$ cat config.mk
export PLATFORM = sky130hd
export DESIGN_NAME = c_split2_sync_flat
export DESIGN_NICKNAME = d
export VERILOG_FILES = /design/src/rtl/c_split2_sync_if.sv /design/src/rtl/c_split2_sync.sv /design/src/flat_wrapper.sv
export SDC_FILE = /design/constraint.sdc
export NUM_CORES = 1
export LEC_CHECK = 0
export ABC_CLOCK_PERIOD_IN_PS = 2700
export CELL_PAD_IN_SITES_DETAIL_PLACEMENT = 1
export CELL_PAD_IN_SITES_GLOBAL_PLACEMENT = 2
export CORE_MARGIN = 2
export CORE_UTILIZATION = 31
export CTS_CLUSTER_SIZE = 12
export DETAILED_ROUTE_END_ITERATION = 10
export PLACE_DENSITY = 0.88
export SYNTH_ARGS = -nofsm -noshare
export SYNTH_HDL_FRONTEND = slang
export SYNTH_SLANG_ARGS = --single-unit
$ cat constraint.sdc
create_clock -name clk -period 2.7 [get_ports clk]
set_input_delay 0.54 -clock clk [delete_from_list [all_inputs] [get_ports clk]]
set_output_delay 0.54 -clock clk [all_outputs]
set_load 0.005 [all_outputs]
$ cat src/rtl/c_split2_sync_if.sv
// c_split2_sync_if: handshake/data bundle for the two-way token splitter.
//   Upstream:   i_drive, i_data, i_sel  -> splitter;  o_free  <- splitter
//   Channel 0:  o_drive0, o_data0       <- splitter;  i_free0 -> splitter
//   Channel 1:  o_drive1, o_data1       <- splitter;  i_free1 -> splitter
//   Status:     o_cnt0, o_cnt1, o_err   <- splitter
// Modports: slave = the splitter itself, master = its environment.
interface c_split2_sync_if #(
    parameter int DATA_WIDTH = 32,
    parameter int CNT_WIDTH  = 16
);
    logic                  i_drive;
    logic [DATA_WIDTH-1:0] i_data;
    logic                  i_sel;
    logic                  o_free;
    logic                  o_drive0;
    logic                  o_drive1;
    logic [DATA_WIDTH-1:0] o_data0;
    logic [DATA_WIDTH-1:0] o_data1;
    logic                  i_free0;
    logic                  i_free1;
    logic [CNT_WIDTH-1:0]  o_cnt0;
    logic [CNT_WIDTH-1:0]  o_cnt1;
    logic                  o_err;

    modport slave (
        input  i_drive, i_data, i_sel, i_free0, i_free1,
        output o_free, o_drive0, o_drive1, o_data0, o_data1, o_cnt0, o_cnt1, o_err
    );

    modport master (
        output i_drive, i_data, i_sel, i_free0, i_free1,
        input  o_free, o_drive0, o_drive1, o_data0, o_data1, o_cnt0, o_cnt1, o_err
    );
endinterface

$ cat src/rtl/c_split2_sync.sv
// c_split2_sync: clocked two-output token splitter.
//   One upstream drive/free channel is routed by i_sel to one of two
//   downstream drive/free channels. A 2-entry FIFO lets upstream be freed
//   before its token is consumed downstream.
// Ports:
//   clk   - clock, rising edge
//   rstn  - asynchronous active-low reset
//   bus   - c_split2_sync_if.slave (upstream, two downstream channels,
//           per-channel completion counters, sticky error flag)
module c_split2_sync #(
    parameter int DATA_WIDTH = 32,
    parameter int CNT_WIDTH  = 16
) (
    input  logic             clk,
    input  logic             rstn,
    c_split2_sync_if.slave   bus
);

    typedef struct packed {
        logic                  sel;
        logic [DATA_WIDTH-1:0] data;
    } entry_t;

    typedef enum logic [1:0] {
        IDLE  = 2'd0,
        DRIVE = 2'd1,
        WAIT  = 2'd2
    } state_t;

    state_t state, state_nxt;

    entry_t     mem [2];
    logic       wr_ptr, rd_ptr;
    logic [1:0] count, count_nxt;
    logic       credit;
    logic       free_q;
    logic       err_q;

    entry_t     head;
    logic       active;
    logic       push, pop, err_set;
    logic [1:0] free_v;
    logic [1:0] drive_v;
    logic [1:0][DATA_WIDTH-1:0] data_v;
    logic [1:0][CNT_WIDTH-1:0]  cnt;

    assign head   = mem[rd_ptr];
    assign active = (state != IDLE);
    assign free_v = {bus.i_free1, bus.i_free0};

    // Upstream accept, head completion and protocol-error detection.
    always_comb begin
        push      = bus.i_drive && credit;
        pop       = active && free_v[head.sel];
        err_set   = (bus.i_drive && !credit)
                  || (!active && (|free_v))
                  || (active && free_v[~head.sel]);
        count_nxt = 2'(count + {1'b0, push} - {1'b0, pop});
    end

    // Next-state logic. From IDLE an incoming push into an empty FIFO
    // already counts as a valid head, giving drive one cycle after i_drive.
    always_comb begin
        state_nxt = state;
        case (state)
            IDLE:    if (count != 2'd0 || push) state_nxt = DRIVE;
            DRIVE:   state_nxt = pop ? IDLE : WAIT;
            WAIT:    if (pop) state_nxt = IDLE;
            default: state_nxt = IDLE;
        endcase
    end

    always_ff @(posedge clk or negedge rstn) begin
        if (!rstn) state <= IDLE;
        else       state <= state_nxt;
    end

    // FIFO storage and pointers.
    always_ff @(posedge clk or negedge rstn) begin
        if (!rstn) begin
            mem[0] <= '0;
            mem[1] <= '0;
            wr_ptr <= 1'b0;
            rd_ptr <= 1'b0;
            count  <= 2'd0;
        end else begin
            if (push) begin
                mem[wr_ptr] <= '{sel: bus.i_sel, data: bus.i_data};
                wr_ptr      <= ~wr_ptr;
            end
            if (pop) rd_ptr <= ~rd_ptr;
            count <= count_nxt;
        end
    end

    // Upstream credit. A push that leaves a free slot is freed at once, so
    // credit never actually drops. A push that fills the FIFO holds credit
    // low; the next pop returns it together with the deferred free pulse.
    // No push can occur while credit is low, so the two cases never collide.
    always_ff @(posedge clk or negedge rstn) begin
        if (!rstn) begin
            credit <= 1'b1;
            free_q <= 1'b0;
        end else begin
            free_q <= (push && count_nxt != 2'd2) || (!credit && pop);
            if (push)
                credit <= (count_nxt != 2'd2);
            else if (!credit && pop)
                credit <= 1'b1;
        end
    end

    always_ff @(posedge clk or negedge rstn) begin
        if (!rstn)        err_q <= 1'b0;
        else if (err_set) err_q <= 1'b1;
    end

    // Per-channel drive/data decode and completion counters.
    for (genvar ch = 0; ch < 2; ch++) begin : g_ch
        logic hit;
        assign hit         = (head.sel == 1'(ch));
        assign drive_v[ch] = (state == DRIVE) && hit;
        assign data_v[ch]  = (active && hit) ? head.data : '0;

        always_ff @(posedge clk or negedge rstn) begin
            if (!rstn)               cnt[ch] <= '0;
            else if (pop && hit)     cnt[ch] <= cnt[ch] + 1'b1;
        end
    end

    assign bus.o_free   = free_q;
    assign bus.o_drive0 = drive_v[0];
    assign bus.o_drive1 = drive_v[1];
    assign bus.o_data0  = data_v[0];
    assign bus.o_data1  = data_v[1];
    assign bus.o_cnt0   = cnt[0];
    assign bus.o_cnt1   = cnt[1];
    assign bus.o_err    = err_q;

endmodule
$ cat src/flat_wrapper.sv
// flat-port wrapper written by rule: the top's interface ports become plain ports
module c_split2_sync_flat 
#(
    parameter int DATA_WIDTH = 32,
    parameter int CNT_WIDTH  = 16
)
  (clk, rstn, bus_i_drive, bus_i_data, bus_i_sel, bus_i_free0, bus_i_free1, bus_o_free, bus_o_drive0, bus_o_drive1, bus_o_data0, bus_o_data1, bus_o_cnt0, bus_o_cnt1, bus_o_err);
  c_split2_sync_if #(.DATA_WIDTH(DATA_WIDTH), .CNT_WIDTH(CNT_WIDTH)) bus_i ();
  input  logic clk;
  input  logic rstn;
  input wire logic [$bits(bus_i.i_drive)-1:0] bus_i_drive;
  input wire logic [$bits(bus_i.i_data)-1:0] bus_i_data;
  input wire logic [$bits(bus_i.i_sel)-1:0] bus_i_sel;
  input wire logic [$bits(bus_i.i_free0)-1:0] bus_i_free0;
  input wire logic [$bits(bus_i.i_free1)-1:0] bus_i_free1;
  output wire logic [$bits(bus_i.o_free)-1:0] bus_o_free;
  output wire logic [$bits(bus_i.o_drive0)-1:0] bus_o_drive0;
  output wire logic [$bits(bus_i.o_drive1)-1:0] bus_o_drive1;
  output wire logic [$bits(bus_i.o_data0)-1:0] bus_o_data0;
  output wire logic [$bits(bus_i.o_data1)-1:0] bus_o_data1;
  output wire logic [$bits(bus_i.o_cnt0)-1:0] bus_o_cnt0;
  output wire logic [$bits(bus_i.o_cnt1)-1:0] bus_o_cnt1;
  output wire logic [$bits(bus_i.o_err)-1:0] bus_o_err;
  assign bus_i.i_drive = bus_i_drive;
  assign bus_i.i_data = bus_i_data;
  assign bus_i.i_sel = bus_i_sel;
  assign bus_i.i_free0 = bus_i_free0;
  assign bus_i.i_free1 = bus_i_free1;
  assign bus_o_free = bus_i.o_free;
  assign bus_o_drive0 = bus_i.o_drive0;
  assign bus_o_drive1 = bus_i.o_drive1;
  assign bus_o_data0 = bus_i.o_data0;
  assign bus_o_data1 = bus_i.o_data1;
  assign bus_o_cnt0 = bus_i.o_cnt0;
  assign bus_o_cnt1 = bus_i.o_cnt1;
  assign bus_o_err = bus_i.o_err;
  c_split2_sync #(.DATA_WIDTH(DATA_WIDTH), .CNT_WIDTH(CNT_WIDTH)) u_core (.clk(clk), .rstn(rstn), .bus(bus_i));
endmodule
Word level (Yosys, flattened, before mapping)
Cells that the tools add are included.
{ "word_totals": {"ff_bits": 107, "latch_bits": 0, "ramBits": 0, "rom_bits": 0, "out_inout_bits": 100, "wordCells": 76, "n_memories": 0} }
{ "op_classes": {"addsub": 4, "mul": 0, "n_div": 0, "order_cmp": 5, "n_eq_ne": 5, "shifts": 0, "n_mux": 18, "bitwise_logic": 5, "reduce_logical": 26} }
{ "op_table": {"columns": ["op", "n"], "rows": [
  ["$mux W33", 4],
  ["$bwmux W66", 1],
  ["$mux W32", 2],
  ["$demux W33 S1", 1],
  ["$add A16 B1 Y16 const B", 2],
  ["$logic_and A1 B1 Y1", 14],
  ["$mux W1", 6],
  ["$mux W2", 3],
  ["$pmux W2 S3", 1],
  ["$reduce_bool A2 Y1", 3],
  ["$ge A2 B2 Y1 const B", 2],
  ["$logic_or A1 B1 Y1", 4],
  ["$lt A1 B2 Y1 const B", 2],
  ["$ne A2 B1 Y1 const B", 2],
  ["$not A1 Y2", 2],
  ["$not A1 Y1", 3],
  ["$add A2 B1 Y2", 1],
  ["$eq A2 B1 Y1 const B", 1],
  ["$eq A2 B2 Y1 const B", 1],
  ["$logic_not A1 Y1", 2],
  ["$logic_not A2 Y1", 1],
  ["$lt A2 B1 Y1 const B", 1],
  ["$ne A2 B2 Y1 const B", 1],
  ["$reduce_and A2 Y1", 1],
  ["2 further kinds", 2]
]} }

Longest topological paths before layout
{ "depth": {"word_depth": 11, "mapped_depth": 9, "mapped_depth_nobuf": 8} }

Least setup slack after synthesis
Ideal clock, no wire load.
{ "synth_path": {"path_type": "reg-to-reg", "start": "register u_core.rd_ptr", "end": "register u_core.free_q (netlist: u_core.bus.o_free)", "setup_ns": 0.082, "arrival_ns": 2.181, "t_required_ns": 2.618, "setup_slack_ns": 0.437, "path_stages_with_launch": 10, "path_cell_list": "dfrtp_1 > buf_6 > mux2_4 > mux2i_4 > xnor2_1 > ha_1 > xor2_1 > xnor2_1 > o21ai_0 > a31oi_1"} }
{ "synth_between": {"elab_chain_cells": 11, "word_cells_on_any_way": 12, "cone_classes": "add/sub (1); eq/ne (1); mux (5); bitwise (1); reduce/logical (4)"} }
{ "synth_rtl": {"columns": ["item", "line_no", "text"], "rows": [
  ["start, declared", "c_split2_sync.sv:33", "logic wr_ptr, rd_ptr;"],
  ["start signal, assigned", "c_split2_sync.sv:91", "if (pop) rd_ptr <= ~rd_ptr;"],
  ["$not A1 Y2 (implied by the code) (*)", "c_split2_sync.sv:47", "assign head = mem[rd_ptr];"],
  ["$mux W33 (implied by the code) (*) (3 in a row)", "c_split2_sync.sv:47", null],
  ["$mux W1 (implied by the code) (*) (2 in a row)", "c_split2_sync.sv:54", "pop = active && free_v[head.sel];"],
  ["$logic_and A1 B1 Y1 (*)", "c_split2_sync.sv:54", null],
  ["$sub A2 B1 Y2", "c_split2_sync.sv:58", "count_nxt = 2'(count + {1'b0, push} - {1'b0, pop});"],
  ["$ne A2 B2 Y1", "c_split2_sync.sv:105", "free_q <= (push && count_nxt != 2'd2) || (!credit && pop);"],
  ["$logic_and A1 B1 Y1", "c_split2_sync.sv:105", null],
  ["$logic_or A1 B1 Y1 (*)", "c_split2_sync.sv:105", null],
  ["end signal, assigned", "c_split2_sync.sv:105", null],
  ["end, declared", "c_split2_sync.sv:36", "logic free_q;"]
]} }
Every way passes the cells marked *; elsewhere a longest branch is shown, timed or not. The select of a mux whose other input is x is not followed.
A chain may end at the register's enable or synchronous reset.

Worst setup path after layout
{ "layout_path": {"start": "register u_core.rd_ptr", "end": "output port bus_o_data0[26]"} }
{ "layout_between": {"elab_chain_cells": 7} }
{ "layout_rtl": {"columns": ["item", "line_no", "text"], "rows": [
  ["$not A1 Y2 (implied by the code) (*)", "c_split2_sync.sv:47", null],
  ["$mux W33 (implied by the code) (*) (3 in a row)", "c_split2_sync.sv:47", null],
  ["$not A1 Y1", "c_split2_sync.sv:121", "assign hit = (head.sel == 1'(ch));"],
  ["$logic_and A1 B1 Y1", "c_split2_sync.sv:123", "assign data_v[ch] = (active && hit) ? head.data : '0;"],
  ["$mux W32 (*)", "c_split2_sync.sv:123", null],
  ["end, declared", "flat_wrapper.sv:19", "output wire logic [$bits(bus_i.o_data0)-1:0] bus_o_data0;"]
]} }
Marked as above.

==> summary.md <==
| Metric | Value |
|---|---|
| Initial antenna violation count | 1 |
| Initial core utilization | 31.6% |
| Yosys warnings | 0 |
| Pwr/cell area | 1200 mW/mm² |
| Number of synthesized flops with an enable pin | 0 |
| Crit-path cells | mux2i_4 -> buf_4 -> o21ai_4 -> buf_12 -> nor2_1 -> clkdlybuf4s50_1 |
| Max VDD drop | roughly 0.47 mV |
| Clk_lat worst skew | roughly 350 ps |
| Iter 0 DRT Violations | 100 |
| Most used DFF post-synth | dfrtp_1 |
| Yosys cell types | 39 |
| Root Buffer | clkbuf_16 |
| Hold/Removal Path Class | input port to async pin |
| Worst Setup End Kind | primary output |
| Crit-path leading delay family | buffers and inverters |
| First-pass GRT wire length | about 21000 µm |
| Mapped Avg Cell Area | 12.1 µm² |
| WP buf/inv | 3 |
| Routability cong. | between 0.7 and 0.8 |
| Met3 wire len | roughly 580 µm |
| H-tree depth | 3 |
| Via count of the first global-routing pass | approximately 4.0k |
| Routed length per instance | around 17 µm |
| CTS tree | yes |
| Mapped Area | 0.00499 mm² |
| Vias after detailed routing | between 3k and 4k |
| Die height | roughly 130 µm |
| Final wirelength | 13700 µm |
| Yosys reg bits | 107 |
| Post-route minimum period | between 2000 and 3000 ps |
| Endpoints failing hold | 0 |
| # rows | 46 |
| CP Max Fanout | 17 |
| Syn_nets | 454 |
| First-pass iteration count of the detailed router | 4 |
| Slowest CP cell | clkdlybuf4s50_1 |
| Critical path required time | 2160 ps |
| Non-Filler Instances | 790 |
| Ant. Diodes | 0 |
| CORE AREA | between 0.015 and 0.02 mm² |
| Vias per cell | 4.73 |
| Max Cap Viol | 0 |
| Maximum root-to-sink buffer count | 2 |
| Crit path kind | flip-flop to primary output |
| CP peak stage delay | 510 ps |
| Routed Antenna Nets | 0 |
| Highest Signal Layer | met5 |
| Max-slew violations | 0 |
| Buffers on Ports | 137 |
| Metal2 WL | between 6000 and 7000 µm |
| Outcome | finished clean |
| CTS Buf Count | 9 |
| Register area share after synthesis | a little over half |
| Fill cell count | approximately 1.7k |
| Worst r2r path cells | 9 |
| HPWL after DPL | approximately 9000 µm |
| Crit start category | flip-flop |
| Worst Tran Pin Value | around 450 ps |
| DP Cell Count | roughly 760 |
| Metal1 wirelength | roughly 6100 µm |
| # IOs | ~140 |
| Clock Skew | 5.37 ps |
| Clk sinks | between 100 and 150 |
| Grt total ovfl | 0 |
| Fin crit share | between 90 and 100% |
| Die area | 0.0171 mm² |
| Layout area overhead | 42.8% |
| R2r setup slk | roughly 230 ps |
| DRC | 0 |
| Critical register-to-register path startpoint | u_core.rd_ptr |
| Reg2reg end | u_core.bus.o_free |
| Clk pin slew, worst setup/hold paths | 70 ps |
| Setup TNS Final | 0 ps |
| Max_slew headroom | 70.0% |
| # nets final | 610 |
| Lkg Pwr | ~3 nW |
| Share of cells above drive strength 1 | between 20% and 30% |
| GRT Total Usage | about 16% |
| Ys async rst share | between 90% and 100% |
| Setup violators final | 0 |
| Chip Width | around 130 µm |
| Post-synthesis cell count | slightly above 400 |
| Hold slack | between 40 and 50 ps |
| RSZ-0062 raised after global routing | false |
| Max Freq | approximately 0.39 GHz |
| Largest net degree at the start of global routing | a little over 60 |
| Critical Path AT | ~2100 ps |
-- what timing repair did --
item / in CTS / in global routing
gates cloned: 3 / 0
hold buffers: 0 / 0
resized for setup: 10 / 2
endpoints found under the setup margin: 64 / 43
buffers inserted: 7 / 3
pin swaps: 4 / 0
-- synthesized netlist by cell type, types with 2 or more instances --
master	count	area, µm²
nand4_1	9	56.3
nor3_1	2	10.0
nor2_1	73	274
mux2i_4	2	45.0
dfrtp_1	106	2650
a21oi_1	2	10.0
nor4_1	2	12.5
and4_1	2	17.5
inv_1	3	11.3
and3_1	4	25.0
nand2b_1	5	31.3
ha_1	3	37.5
clkbuf_1	9	33.8
o21ai_2	2	17.5
xnor2_1	24	210
xor2_1	11	96.3
mux2i_1	32	320
nor4_2	2	25.0
mux2_2	67	754
o21ai_1	2	10.0
nand3_1	10	50.1
nand2_1	18	67.6
buf_2	7	35.0
-- metrics by stage --
step | cell area, µm² | setup WS (ps) | utilization (%) | power (mW)
floorplan | 4990 | 437 | - | 4.87
global placement | 6680 | 146 | 42.2 | 6.67
detailed placement | 6680 | 51.4 | 42.2 | 6.88
CTS | 7110 | 0.104 | 44.9 | 8.65
global route | 7130 | 5.42 | 45.1 | 9.13
finish | 7130 | 109 | 45.1 | 8.55
-- per-layer routing --
layer / global-route usage, % / up-vias
li1: - / 1735
met1: 21.0 / 1897
met2: 28.1 / 90
met3: 3.14 / 16
met4: 5.44 / 2
met5: 0 / -
-- layout make-up --
class | count | area, µm² | area share, %
Sequential cell | 107 | 2680 | 37.6
Timing Repair Buffer | 159 | 1580 | 22.1
Multi-Input combinational cell | 289 | 2300 | 32.2
Inverter | 3 | 11.3 | 0.158
Clock buffer | 11 | 243 | 3.40
Clock inverter | 5 | 52.6 | 0.737
Tap cell | 216 | 270 | 3.79
-- kinds of logic after synthesis --
logic type	after synthesis	share of synthesized area (%)
flops	107	53.6
buf+inv	20	1.83
mux	103	22.9
xor+xnor	35	6.14
compound gates	12	1.75
fa+ha+maj	3	0.752
simple gates	133	13.0
-- report_power, final --
part	switching, mW	leakage, nW	internal (mW)	total, mW
Clock	0.595	0.145	0.741	1.34
Combinational	1.99	1.57	2.48	4.47
Sequential	0.491	1.31	2.26	2.75
-- state kept, by name (all words and copies together), names as in the netlist --
name / flops
u_core.credit: 1
u_core.bus.o_cnt1: 16
u_core.count: 2
u_core.state: 2
u_core.bus.o_cnt0: 16
u_core.bus.o_free: 1
u_core.bus.o_err: 1
u_core.rd_ptr: 1
u_core.mem: 66
u_core.wr_ptr: 1
-- placed cells by master (no fill, tap or decap), drive strengths merged, types with 10 or more instances in the layout --
cell type      instances
buf                   23
xnor2                 24
nor2                  73
mux2                  69
dfrtp                106
xor2                  11
mux2i                 34
clkdlybuf4s50        129
nand3                 10
clkbuf                11
nand2                 18
-- worst max-delay path by stage --
| stage | from | cells after the start | slack (ps) | endpoint |
|---|---|---|---|---|
| 4_1_cts | u_core.rd_ptr | 5 | 0.1 | bus_o_data0[26] |
| 2_1_floorplan | u_core.rd_ptr | 9 | 440 | u_core.bus.o_free |
| 6_report | u_core.rd_ptr | 6 | 110 | bus_o_data0[26] |
| 5_1_grt | u_core.rd_ptr | 6 | 5 | bus_o_data0[30] |
| 3_5_place_dp | bus_i_free0 | 9 | 50 | u_core.credit |
| 3_3_place_gp | bus_i_free0 | 9 | 150 | u_core.bus.o_free |
No activity file was read; power rests on OpenSTA's default activity.
